`src/rtl/alu_share_ctrl_if.sv`:
```
// Request, response and shared-ALU signal bundle for alu_share_ctrl.
// The NZCV flag signals exist only when ALU_SHARE_FLAGS_EN is defined.
interface alu_share_ctrl_if #(
    parameter int unsigned N   = 32,
    parameter int unsigned OPW = 4
);
    logic           req0_valid;
    logic           req0_ready;
    logic [OPW-1:0] req0_op;
    logic [N-1:0]   req0_a;
    logic [N-1:0]   req0_b;
    logic           req1_valid;
    logic           req1_ready;
    logic [OPW-1:0] req1_op;
    logic [N-1:0]   req1_a;
    logic [N-1:0]   req1_b;
    logic           rsp0_valid;
    logic           rsp0_ready;
    logic [N-1:0]   rsp0_result;
    logic           rsp1_valid;
    logic           rsp1_ready;
    logic [N-1:0]   rsp1_result;
    logic           alu_start;
    logic [OPW-1:0] alu_op;
    logic [N-1:0]   alu_a;
    logic [N-1:0]   alu_b;
    logic [N-1:0]   alu_result;
    logic           busy;
`ifdef ALU_SHARE_FLAGS_EN
    logic [3:0]     rsp0_flags;
    logic [3:0]     rsp1_flags;
    logic [3:0]     alu_flags;

    modport slave (
        input  req0_valid, req0_op, req0_a, req0_b,
        input  req1_valid, req1_op, req1_a, req1_b,
        input  rsp0_ready, rsp1_ready, alu_result, alu_flags,
        output req0_ready, req1_ready,
        output rsp0_valid, rsp0_result, rsp0_flags,
        output rsp1_valid, rsp1_result, rsp1_flags,
        output alu_start, alu_op, alu_a, alu_b, busy
    );

    modport master (
        output req0_valid, req0_op, req0_a, req0_b,
        output req1_valid, req1_op, req1_a, req1_b,
        output rsp0_ready, rsp1_ready, alu_result, alu_flags,
        input  req0_ready, req1_ready,
        input  rsp0_valid, rsp0_result, rsp0_flags,
        input  rsp1_valid, rsp1_result, rsp1_flags,
        input  alu_start, alu_op, alu_a, alu_b, busy
    );
`else
    modport slave (
        input  req0_valid, req0_op, req0_a, req0_b,
        input  req1_valid, req1_op, req1_a, req1_b,
        input  rsp0_ready, rsp1_ready, alu_result,
        output req0_ready, req1_ready,
        output rsp0_valid, rsp0_result,
        output rsp1_valid, rsp1_result,
        output alu_start, alu_op, alu_a, alu_b, busy
    );

    modport master (
        output req0_valid, req0_op, req0_a, req0_b,
        output req1_valid, req1_op, req1_a, req1_b,
        output rsp0_ready, rsp1_ready, alu_result,
        input  req0_ready, req1_ready,
        input  rsp0_valid, rsp0_result,
        input  rsp1_valid, rsp1_result,
        input  alu_start, alu_op, alu_a, alu_b, busy
    );
`endif
endinterface

```
`src/rtl/alu_share_ctrl.sv`:
```
// Round-robin sequencer sharing one ALU between two requesters (IDLE -> EXEC -> RESP).
// Define ALU_SHARE_FLAGS_EN to carry NZCV flags alongside the result.
module alu_share_ctrl #(
    parameter int unsigned N   = 32,
    parameter int unsigned OPW = 4,
    parameter int unsigned LAT = 1
) (
    input logic             clk,
    input logic             rst,
    alu_share_ctrl_if.slave io_bus
);
    localparam logic [1:0] StIdle  = 2'd0;
    localparam logic [1:0] StExec  = 2'd1;
    localparam logic [1:0] StResp  = 2'd2;
    localparam logic [3:0] LastCnt = 4'(LAT - 1);

    logic [1:0]     r_state;
    logic           r_prio;
    logic           r_owner;
    logic           r_start;
    logic [3:0]     r_cnt;
    logic [OPW-1:0] r_op;
    logic [N-1:0]   r_a;
    logic [N-1:0]   r_b;
    logic [N-1:0]   r_result;
`ifdef ALU_SHARE_FLAGS_EN
    logic [3:0]     r_flags;
`endif

    logic w_idle;
    logic w_resp;
    logic w_gnt0;
    logic w_gnt1;
    logic w_rsp_hs;

    assign w_idle   = (r_state == StIdle);
    assign w_resp   = (r_state == StResp);
    // r_prio names the requester that wins a tie.
    assign w_gnt0   = io_bus.req0_valid & (~io_bus.req1_valid | ~r_prio);
    assign w_gnt1   = io_bus.req1_valid & (~io_bus.req0_valid | r_prio);
    assign w_rsp_hs = w_resp & (r_owner ? io_bus.rsp1_ready : io_bus.rsp0_ready);

    assign io_bus.req0_ready  = w_idle & w_gnt0;
    assign io_bus.req1_ready  = w_idle & w_gnt1;
    assign io_bus.rsp0_valid  = w_resp & ~r_owner;
    assign io_bus.rsp1_valid  = w_resp & r_owner;
    assign io_bus.rsp0_result = r_result;
    assign io_bus.rsp1_result = r_result;
    assign io_bus.alu_start   = r_start;
    assign io_bus.alu_op      = r_op;
    assign io_bus.alu_a       = r_a;
    assign io_bus.alu_b       = r_b;
    assign io_bus.busy        = ~w_idle;
`ifdef ALU_SHARE_FLAGS_EN
    assign io_bus.rsp0_flags  = r_flags;
    assign io_bus.rsp1_flags  = r_flags;
`endif

    always_ff @(posedge clk or posedge rst) begin
        if (rst) begin
            r_state  <= StIdle;
            r_prio   <= 1'b0;
            r_owner  <= 1'b0;
            r_start  <= 1'b0;
            r_cnt    <= '0;
            r_op     <= '0;
            r_a      <= '0;
            r_b      <= '0;
            r_result <= '0;
`ifdef ALU_SHARE_FLAGS_EN
            r_flags  <= '0;
`endif
        end else begin
            r_start <= 1'b0;
            case (r_state)
                StIdle: begin
                    if (w_gnt0 | w_gnt1) begin
                        r_op    <= w_gnt1 ? io_bus.req1_op : io_bus.req0_op;
                        r_a     <= w_gnt1 ? io_bus.req1_a  : io_bus.req0_a;
                        r_b     <= w_gnt1 ? io_bus.req1_b  : io_bus.req0_b;
                        r_owner <= w_gnt1;
                        r_prio  <= ~w_gnt1;
                        r_cnt   <= '0;
                        r_start <= 1'b1;
                        r_state <= StExec;
                    end
                end
                StExec: begin
                    r_cnt <= r_cnt + 4'd1;
                    if (r_cnt == LastCnt) begin
                        r_result <= io_bus.alu_result;
`ifdef ALU_SHARE_FLAGS_EN
                        r_flags  <= io_bus.alu_flags;
`endif
                        r_state  <= StResp;
                    end
                end
                StResp: begin
                    if (w_rsp_hs) begin
                        r_state <= StIdle;
                    end
                end
                default: r_state <= StIdle;
            endcase
        end
    end
endmodule

```
`src/flat_wrapper.sv`:
```
// flat-port wrapper written by rule: the top's interface ports become plain ports
module alu_share_ctrl_flat 
#(
    parameter int unsigned N   = 32,
    parameter int unsigned OPW = 4,
    parameter int unsigned LAT = 1
)
  (clk, rst, io_bus_req0_valid, io_bus_req0_op, io_bus_req0_a, io_bus_req0_b, io_bus_req1_valid, io_bus_req1_op, io_bus_req1_a, io_bus_req1_b, io_bus_rsp0_ready, io_bus_rsp1_ready, io_bus_alu_result, io_bus_req0_ready, io_bus_req1_ready, io_bus_rsp0_valid, io_bus_rsp0_result, io_bus_rsp1_valid, io_bus_rsp1_result, io_bus_alu_start, io_bus_alu_op, io_bus_alu_a, io_bus_alu_b, io_bus_busy);
  alu_share_ctrl_if #(.N(N), .OPW(OPW)) io_bus_i ();
  input logic clk;
  input logic rst;
  input wire logic [$bits(io_bus_i.req0_valid)-1:0] io_bus_req0_valid;
  input wire logic [$bits(io_bus_i.req0_op)-1:0] io_bus_req0_op;
  input wire logic [$bits(io_bus_i.req0_a)-1:0] io_bus_req0_a;
  input wire logic [$bits(io_bus_i.req0_b)-1:0] io_bus_req0_b;
  input wire logic [$bits(io_bus_i.req1_valid)-1:0] io_bus_req1_valid;
  input wire logic [$bits(io_bus_i.req1_op)-1:0] io_bus_req1_op;
  input wire logic [$bits(io_bus_i.req1_a)-1:0] io_bus_req1_a;
  input wire logic [$bits(io_bus_i.req1_b)-1:0] io_bus_req1_b;
  input wire logic [$bits(io_bus_i.rsp0_ready)-1:0] io_bus_rsp0_ready;
  input wire logic [$bits(io_bus_i.rsp1_ready)-1:0] io_bus_rsp1_ready;
  input wire logic [$bits(io_bus_i.alu_result)-1:0] io_bus_alu_result;
  output wire logic [$bits(io_bus_i.req0_ready)-1:0] io_bus_req0_ready;
  output wire logic [$bits(io_bus_i.req1_ready)-1:0] io_bus_req1_ready;
  output wire logic [$bits(io_bus_i.rsp0_valid)-1:0] io_bus_rsp0_valid;
  output wire logic [$bits(io_bus_i.rsp0_result)-1:0] io_bus_rsp0_result;
  output wire logic [$bits(io_bus_i.rsp1_valid)-1:0] io_bus_rsp1_valid;
  output wire logic [$bits(io_bus_i.rsp1_result)-1:0] io_bus_rsp1_result;
  output wire logic [$bits(io_bus_i.alu_start)-1:0] io_bus_alu_start;
  output wire logic [$bits(io_bus_i.alu_op)-1:0] io_bus_alu_op;
  output wire logic [$bits(io_bus_i.alu_a)-1:0] io_bus_alu_a;
  output wire logic [$bits(io_bus_i.alu_b)-1:0] io_bus_alu_b;
  output wire logic [$bits(io_bus_i.busy)-1:0] io_bus_busy;
  assign io_bus_i.req0_valid = io_bus_req0_valid;
  assign io_bus_i.req0_op = io_bus_req0_op;
  assign io_bus_i.req0_a = io_bus_req0_a;
  assign io_bus_i.req0_b = io_bus_req0_b;
  assign io_bus_i.req1_valid = io_bus_req1_valid;
  assign io_bus_i.req1_op = io_bus_req1_op;
  assign io_bus_i.req1_a = io_bus_req1_a;
  assign io_bus_i.req1_b = io_bus_req1_b;
  assign io_bus_i.rsp0_ready = io_bus_rsp0_ready;
  assign io_bus_i.rsp1_ready = io_bus_rsp1_ready;
  assign io_bus_i.alu_result = io_bus_alu_result;
  assign io_bus_req0_ready = io_bus_i.req0_ready;
  assign io_bus_req1_ready = io_bus_i.req1_ready;
  assign io_bus_rsp0_valid = io_bus_i.rsp0_valid;
  assign io_bus_rsp0_result = io_bus_i.rsp0_result;
  assign io_bus_rsp1_valid = io_bus_i.rsp1_valid;
  assign io_bus_rsp1_result = io_bus_i.rsp1_result;
  assign io_bus_alu_start = io_bus_i.alu_start;
  assign io_bus_alu_op = io_bus_i.alu_op;
  assign io_bus_alu_a = io_bus_i.alu_a;
  assign io_bus_alu_b = io_bus_i.alu_b;
  assign io_bus_busy = io_bus_i.busy;
  alu_share_ctrl #(.N(N), .OPW(OPW), .LAT(LAT)) u_core (.clk(clk), .rst(rst), .io_bus(io_bus_i));
endmodule
```
`config.mk`:
```
export PLATFORM = sky130hd
export DESIGN_NAME = alu_share_ctrl_flat
export DESIGN_NICKNAME = d
export VERILOG_FILES = /design/src/rtl/alu_share_ctrl_if.sv /design/src/rtl/alu_share_ctrl.sv /design/src/flat_wrapper.sv
export SDC_FILE = /design/constraint.sdc
export NUM_CORES = 1
export LEC_CHECK = 0
export ABC_AREA = 1
export CORE_MARGIN = 10
export CORE_UTILIZATION = 38
export CTS_CLUSTER_DIAMETER = 30
export DETAILED_ROUTE_END_ITERATION = 12
export GPL_ROUTABILITY_DRIVEN = 0
export PLACE_DENSITY_LB_ADDON = 0.05
export REMOVE_ABC_BUFFERS = 1
export SYNTH_ARGS = -nofsm -noshare
export SYNTH_HDL_FRONTEND = slang
export SYNTH_SLANG_ARGS = --single-unit
```
`constraint.sdc`:
```
create_clock -name clk -period 3.9 [get_ports clk]
set_clock_uncertainty 0.2 [all_clocks]
set_input_delay 0.39 -clock clk [delete_from_list [all_inputs] [get_ports clk]]
set_output_delay 0.39 -clock clk [all_outputs]
set_load 0.02 [all_outputs]
```
==> reports/metrics.cfg, run 1 <==
[power]
comb_power_share_pct=57.5
sw_frac_of_total_pct=43.3
p_total_mw=6.85
p_int_mw=3.88
seqPwrFrac_pct=29.7
switchingPower_mw=2.97
pwr-share-clk_pct=12.8
irDropWorstVdd_v=0.000531
power.density_nw_per_um2=815
leakage_nw=3.79

[global_routing]
antenna_found_initial=0
overflow=0
grt_max_degree=110
grt_pass1_wl_mm=29.4
grt_pass1_vias=5325
grt_usage_pct=20.1

[worst_setup_path]
critical_path_buf_inv_count=2
crit_family=buffers and inverters
endpoint_kind=primary output
worst_ep_required_time_ps=3310
start_kind=input pin
slowest_delay_ps=770
cp_max_fo=10
path_common_cell=clkdlybuf4s50_1
path_cells=clkdlybuf4s50_1 > nand2_4 > nor2_8 > clkdlybuf4s50_1
crit_slowest_cell=clkdlybuf4s50_1
r2r_slack_ps=1390
arrival_ps=2090
worstSetupPathType=in -> out

[synth]
synth-compound-area-share_pct=3.98
synth-simple-area-share_pct=30.7
synth_top_family_by_area=simple AND/OR/NAND/NOR gates
synthXorXnorAreaFrac_pct=0
synth_area_um2=5230
ys_types=23
synth.area.top_cells=dfrtp_1, nand2_1, nand4_1
syn_inst=615
async_reset_ff_share_pct=100
synth-adder-area-share_pct=0.479
yosys_warnings=0
synth_mux_area_share_pct=0
yosys.area.top_type=dfrtp_1
synth_top_area_share_pct=52.2
synth.most_common_cell=nand2_1
synth_edf_count=0
seq_area_frac_synth_pct=52.2
synth_common_cells=nand2_1, dfrtp_1, nand3_1, nand4_1, inv_1
avgSynthCellArea_um2=8.50
ys_seq_elements=109
synth_top_flop_cell=dfrtp_1

[die]
die_area_um2=18800
core_um2=13300
die-width_um=137
initial_core_util_pct=39.1
num_rows=42
io_pins=312
die_h_um=137

[placed_design]
placed_cell_area_um2=8140
dpl.hpwl_mm=14.5
io_buffers=311
place_ws_ps=1230
place_inst=1035

[routing]
ant_nets=0
first_pass_iters=6
wl_per_cell_um=18.7
drcViolationCount=0
routed_via_density=4.88
vias=5126
drt_iter0_drc=321
wl_mm=19.6

[layout]
fin_util_pct=63.0
areaGrowthSynthToFinish_pct=60.9
final_area_um2=8410
finalNetCount=1046
drive_above_1_share_pct=3.55
fin_cells=1050

[clock_network]
clk_pin_slew_ps=70
cts-resized-gates=0
cts_inserted_buffers=9
cts_tree=done
cts_setup_buffers=0
htree_num_levels=3
clockBufferDepth=2
hold_buffers=0
clk_latency_ps=350
cts_sinks=109
cts_root_buffer=clkbuf_16

[timing]
max_freq_ghz=0.374
rsz0062_at_grt=no
slew_headroom_pct=22.0
worst_pin_slew_ps=1170
setup_violations=0
hold_ws_ps=245
finalMaxSlewViolations=0
fin_tns_setup_ps=0
hold_viol_final=0
fin_ws_ps=1220
period_share_pct=68.6
post-route-min-period_ps=2680

[run]
cap_violations=0

[hold_path]
hp-class=in -> reg

[run_status]
status=completed

-- path summary, 6_finish.rpt --
| kind | endpoint | start | cells after the start |
|---|---|---|---|
| worst max-delay path | io_bus_req1_ready | io_bus_req1_valid | 4 |
| worst min-delay path | u_core.r_prio | io_bus_req0_valid | 3 |
| worst max register to register | u_core.io_bus.alu_b[21] | u_core.r_state[1] | 6 |
| worst min register to register | u_core.io_bus.alu_b[26] | u_core.io_bus.alu_b[26] | 2 |
| max in group asynchronous | u_core.io_bus.alu_a[2] | rst | 3 |
| min in group asynchronous | u_core.io_bus.rsp0_result[2] | rst | 3 |
-- cell type report --
type	instances	area, um2
Multi-Input combinational cell	389	1840
Clock buffer	13	260
Clock inverter	1	7.51
Tap cell	176	220
Timing Repair Buffer	317	3180
Inverter	44	168
Fill cell	1177	4940
Antenna cell	1	2.50
Sequential cell	109	2730
-- worst register-to-register path: cells and delay by family (launching register included) --
family                 cells  cell delay, ps
AO/OA/AOI/OAI              1             380
buffers and inverters      2             880
flip-flops                 1             450
AND/OR/NAND/NOR            3             480
-- state kept, by name, indices dropped and copies added (netlist names) --
name	count
u_core.io_bus.alu_a	32
u_core.io_bus.alu_b	32
u_core.io_bus.rsp0_result	32
u_core.io_bus.alu_op	4
u_core.r_cnt	4
u_core.r_state	2
u_core.io_bus.alu_start	1
u_core.r_owner	1
u_core.r_prio	1
-- power groups by stage --
stage	clock (mW)	sequential [mW]	combinational [mW]
detailed placement	0	2.05	3.99
CTS	0.898	2.04	4.00
global route	0.940	2.11	4.24
finish	0.875	2.03	3.94
floorplan	0	2.84	1.10
global placement	0	2.03	3.94
-- logic make-up (layout without fill, tap and decap cells) --
kind of cell / count (synthesis) / in the layout
simple gates: 348 / 348
buf+inv: 117 / 375
flops: 109 / 109
compound gates: 39 / 39
fa+ha+maj: 2 / 2
other cells: 0 / 1
-- placed cells by master, fill, tap and decap left out --
master	instances
buf_4	4
o21ai_0	4
nand2_4	1
clkbuf_16	9
nor2_4	3
clkinvlp_4	1
buf_12	2
o22ai_1	1
buf_2	1
inv_1	41
nand4_1	63
a21oi_1	1
nand3_2	1
inv_4	1
o21ai_4	1
nand3_1	72
diode_2	1
o21ai_1	32
ha_1	2
dfrtp_1	109
nor2_1	7
nor2_8	1
clkbuf_8	2
clkdlybuf4s50_1	310
inv_2	2
nand2_1	198
nand2_2	2
clkbuf_1	2
-- routing by layer --
layer / wire length [um] / global-route usage, %
met1: 6880 / 21.2
met2: 10500 / 35.5
met3: 1960 / 8.89
met4: 307 / 5.44
met5: 0 / 0
Note: power is estimated with default switching activity, not from simulation.
==> inputs of run 2 (changes only) <==
Clock period 3.9 ns to 2.65 ns, I/O delays scaled along.
==> reports/metrics.cfg, run 2 (synthesis gave the netlist of run 1 again) <==
[worst_setup_path]
r2r_end=u_core.io_bus.alu_op[1]  ; was u_core.io_bus.alu_b[21]
r2r_start=u_core.r_state[1]  ; unchanged
r2r_slack_ps=720  ; was 1390 ps
rr_worst_depth=6  ; unchanged
worst_ep_required_time_ps=2180  ; was 3310 ps
endpoint_kind=primary output  ; unchanged
arrival_ps=1970  ; was 2090 ps
start_kind=flip-flop  ; was input pin
worstSetupPathType=reg -> out  ; was in -> out
cp_max_fo=14  ; was 10

[hold_path]
holdPathEnd=u_core.io_bus.alu_b[7]  ; was u_core.r_prio
holdPathStages=3  ; unchanged
min_from=io_bus_req0_valid  ; unchanged
hp-class=in -> reg  ; unchanged

[timing]
max_freq_ghz=0.411
hold_viol_final=0  ; unchanged
finalMaxSlewViolations=0  ; unchanged
hold_ws_ps=94.3  ; was 245 ps
period_share_pct=91.9
rsz0062_at_grt=no  ; unchanged
slew_headroom_pct=53.3  ; was 22.0%
setup_violations=0  ; unchanged
post-route-min-period_ps=2430
worst_pin_slew_ps=701  ; was 1170 ps

[clock_network]
cts_inserted_buffers=9  ; unchanged
htree_num_levels=3  ; unchanged
clockBufferDepth=2  ; unchanged
cts_sinks=109  ; unchanged
clk_latency_ps=350  ; about the same
cts_tree=done  ; unchanged
cts_setup_buffers=0  ; unchanged
hold_buffers=0  ; unchanged
cts_root_buffer=clkbuf_16  ; unchanged
cts-resized-gates=0  ; unchanged
clk_pin_slew_ps=70  ; about the same

[layout]
areaGrowthSynthToFinish_pct=62.2  ; was 60.9%
finalNetCount=1050  ; was 1046
drive_above_1_share_pct=4.21  ; was 3.55%
final_area_um2=8470  ; was 8410 um2
final_cell_mix=clkdlybuf4s50_1, nand2_1, dfrtp_1  ; unchanged
n_antenna_cell=0  ; was 1
final_common_cell=clkdlybuf4s50_1  ; unchanged

[placed_design]
placed_cell_area_um2=8180  ; was 8140 um2
io_buffers=311  ; unchanged
dpl.hpwl_mm=14.9  ; was 14.5 mm

[routing]
drcViolationCount=0  ; unchanged
wl_per_cell_um=18.8  ; was 18.7 um
routed_via_density=4.88  ; about the same
vias=5144  ; was 5126
wl_mm=19.9  ; was 19.6 mm
ant_nets=0  ; unchanged
first_pass_iters=4  ; was 6
drt_iter0_drc=381  ; was 321

[global_routing]
grt_usage_pct=20.5  ; was 20.1%
met2_usage_pct=36.8  ; was 35.5%
grtUsageMet3_pct=8.63  ; was 8.89%
grt.met1_usage_pct=21.9  ; was 21.2%
overflow=0  ; unchanged
grt.busiest_layer=met2  ; unchanged
antenna_found_initial=0  ; unchanged
grt_pass1_vias=5310  ; was 5325
grt_max_degree=69  ; was 110
grt_pass1_wl_mm=30.0  ; was 29.4 mm

[die]
initial_core_util_pct=39.1  ; unchanged
num_rows=42  ; unchanged
die_h_um=137  ; unchanged
die-width_um=137  ; unchanged
core_um2=13300  ; unchanged
die_area_um2=18800  ; unchanged
io_pins=312  ; unchanged

[run_status]
status=completed  ; unchanged

[power]
leakage_nw=3.82  ; was 3.79 nW
power.density_nw_per_um2=1200  ; was 815 nW/um2
irDropWorstVdd_v=0.000682  ; was 0.000531 V
p_total_mw=10.2  ; was 6.85 mW

[run]
cap_violations=0  ; unchanged

-- run 2: power breakdown --
group | switching, mW | total, mW | internal, mW
logic | 3.26 | 5.82 | 2.56
clock network | 0.612 | 1.37 | 0.757
registers | 0.537 | 3.01 | 2.48
-- run 2: through the flow --
stage / TNS, ps / setup WS, ps / cells / util (%)
CTS: 0 / 192 / 1055 / 63.5
global route: 0 / 128 / 1055 / 63.5
finish: 0 / 215 / 1055 / 63.5
global placement: 0 / 483 / 1039 / 61.3
detailed placement: 0 / 479 / 1039 / 61.3
floorplan: -105880 / -689 / 542 / -
-- run 2: layout make-up --
class | count | area (um2)
Clock inverter | 4 | 47.5
Tap cell | 176 | 220
Clock buffer | 12 | 246
Timing Repair Buffer | 321 | 3220
Sequential cell | 109 | 2730
Multi-Input combinational cell | 389 | 1840
Inverter | 44 | 168
Fill cell | 1111 | 4870
-- run 2: layer usage --
layer / part of all wire [%] / vias up
li1: - / 2504
met1: 36 / 2453
met2: 53 / 175
met3: 9.2 / 12
met4: 1.3 / 0
met5: 0 / -
-- run 2: how the worst max path moves through the flow --
stage / startpoint / to / slack [ps]
after floorplan: rst / u_core.io_bus.alu_a[0] / -690
after global placement: io_bus_req1_valid / io_bus_req1_ready / 480
after detailed placement: io_bus_req1_valid / u_core.io_bus.alu_b[21] / 480
after CTS: u_core.r_state[1] / io_bus_req0_ready / 190
after global routing: u_core.r_state[1] / io_bus_req0_ready / 130
final: u_core.r_state[1] / io_bus_req0_ready / 220
-- run 2: critical path: stages, from the launching register on --
cell	delay (ps)
dfrtp_1	460
nor2_4	130
buf_4	230
nand3_1	110
inv_1	80
clkdlybuf4s50_1	600
==> inputs of run 3 (changes only) <==
Settings changed: HOLD_SLACK_MARGIN set to 0.02.
==> results of run 3 <==
Final layout, timing and power as in run 2 (identical DEF).
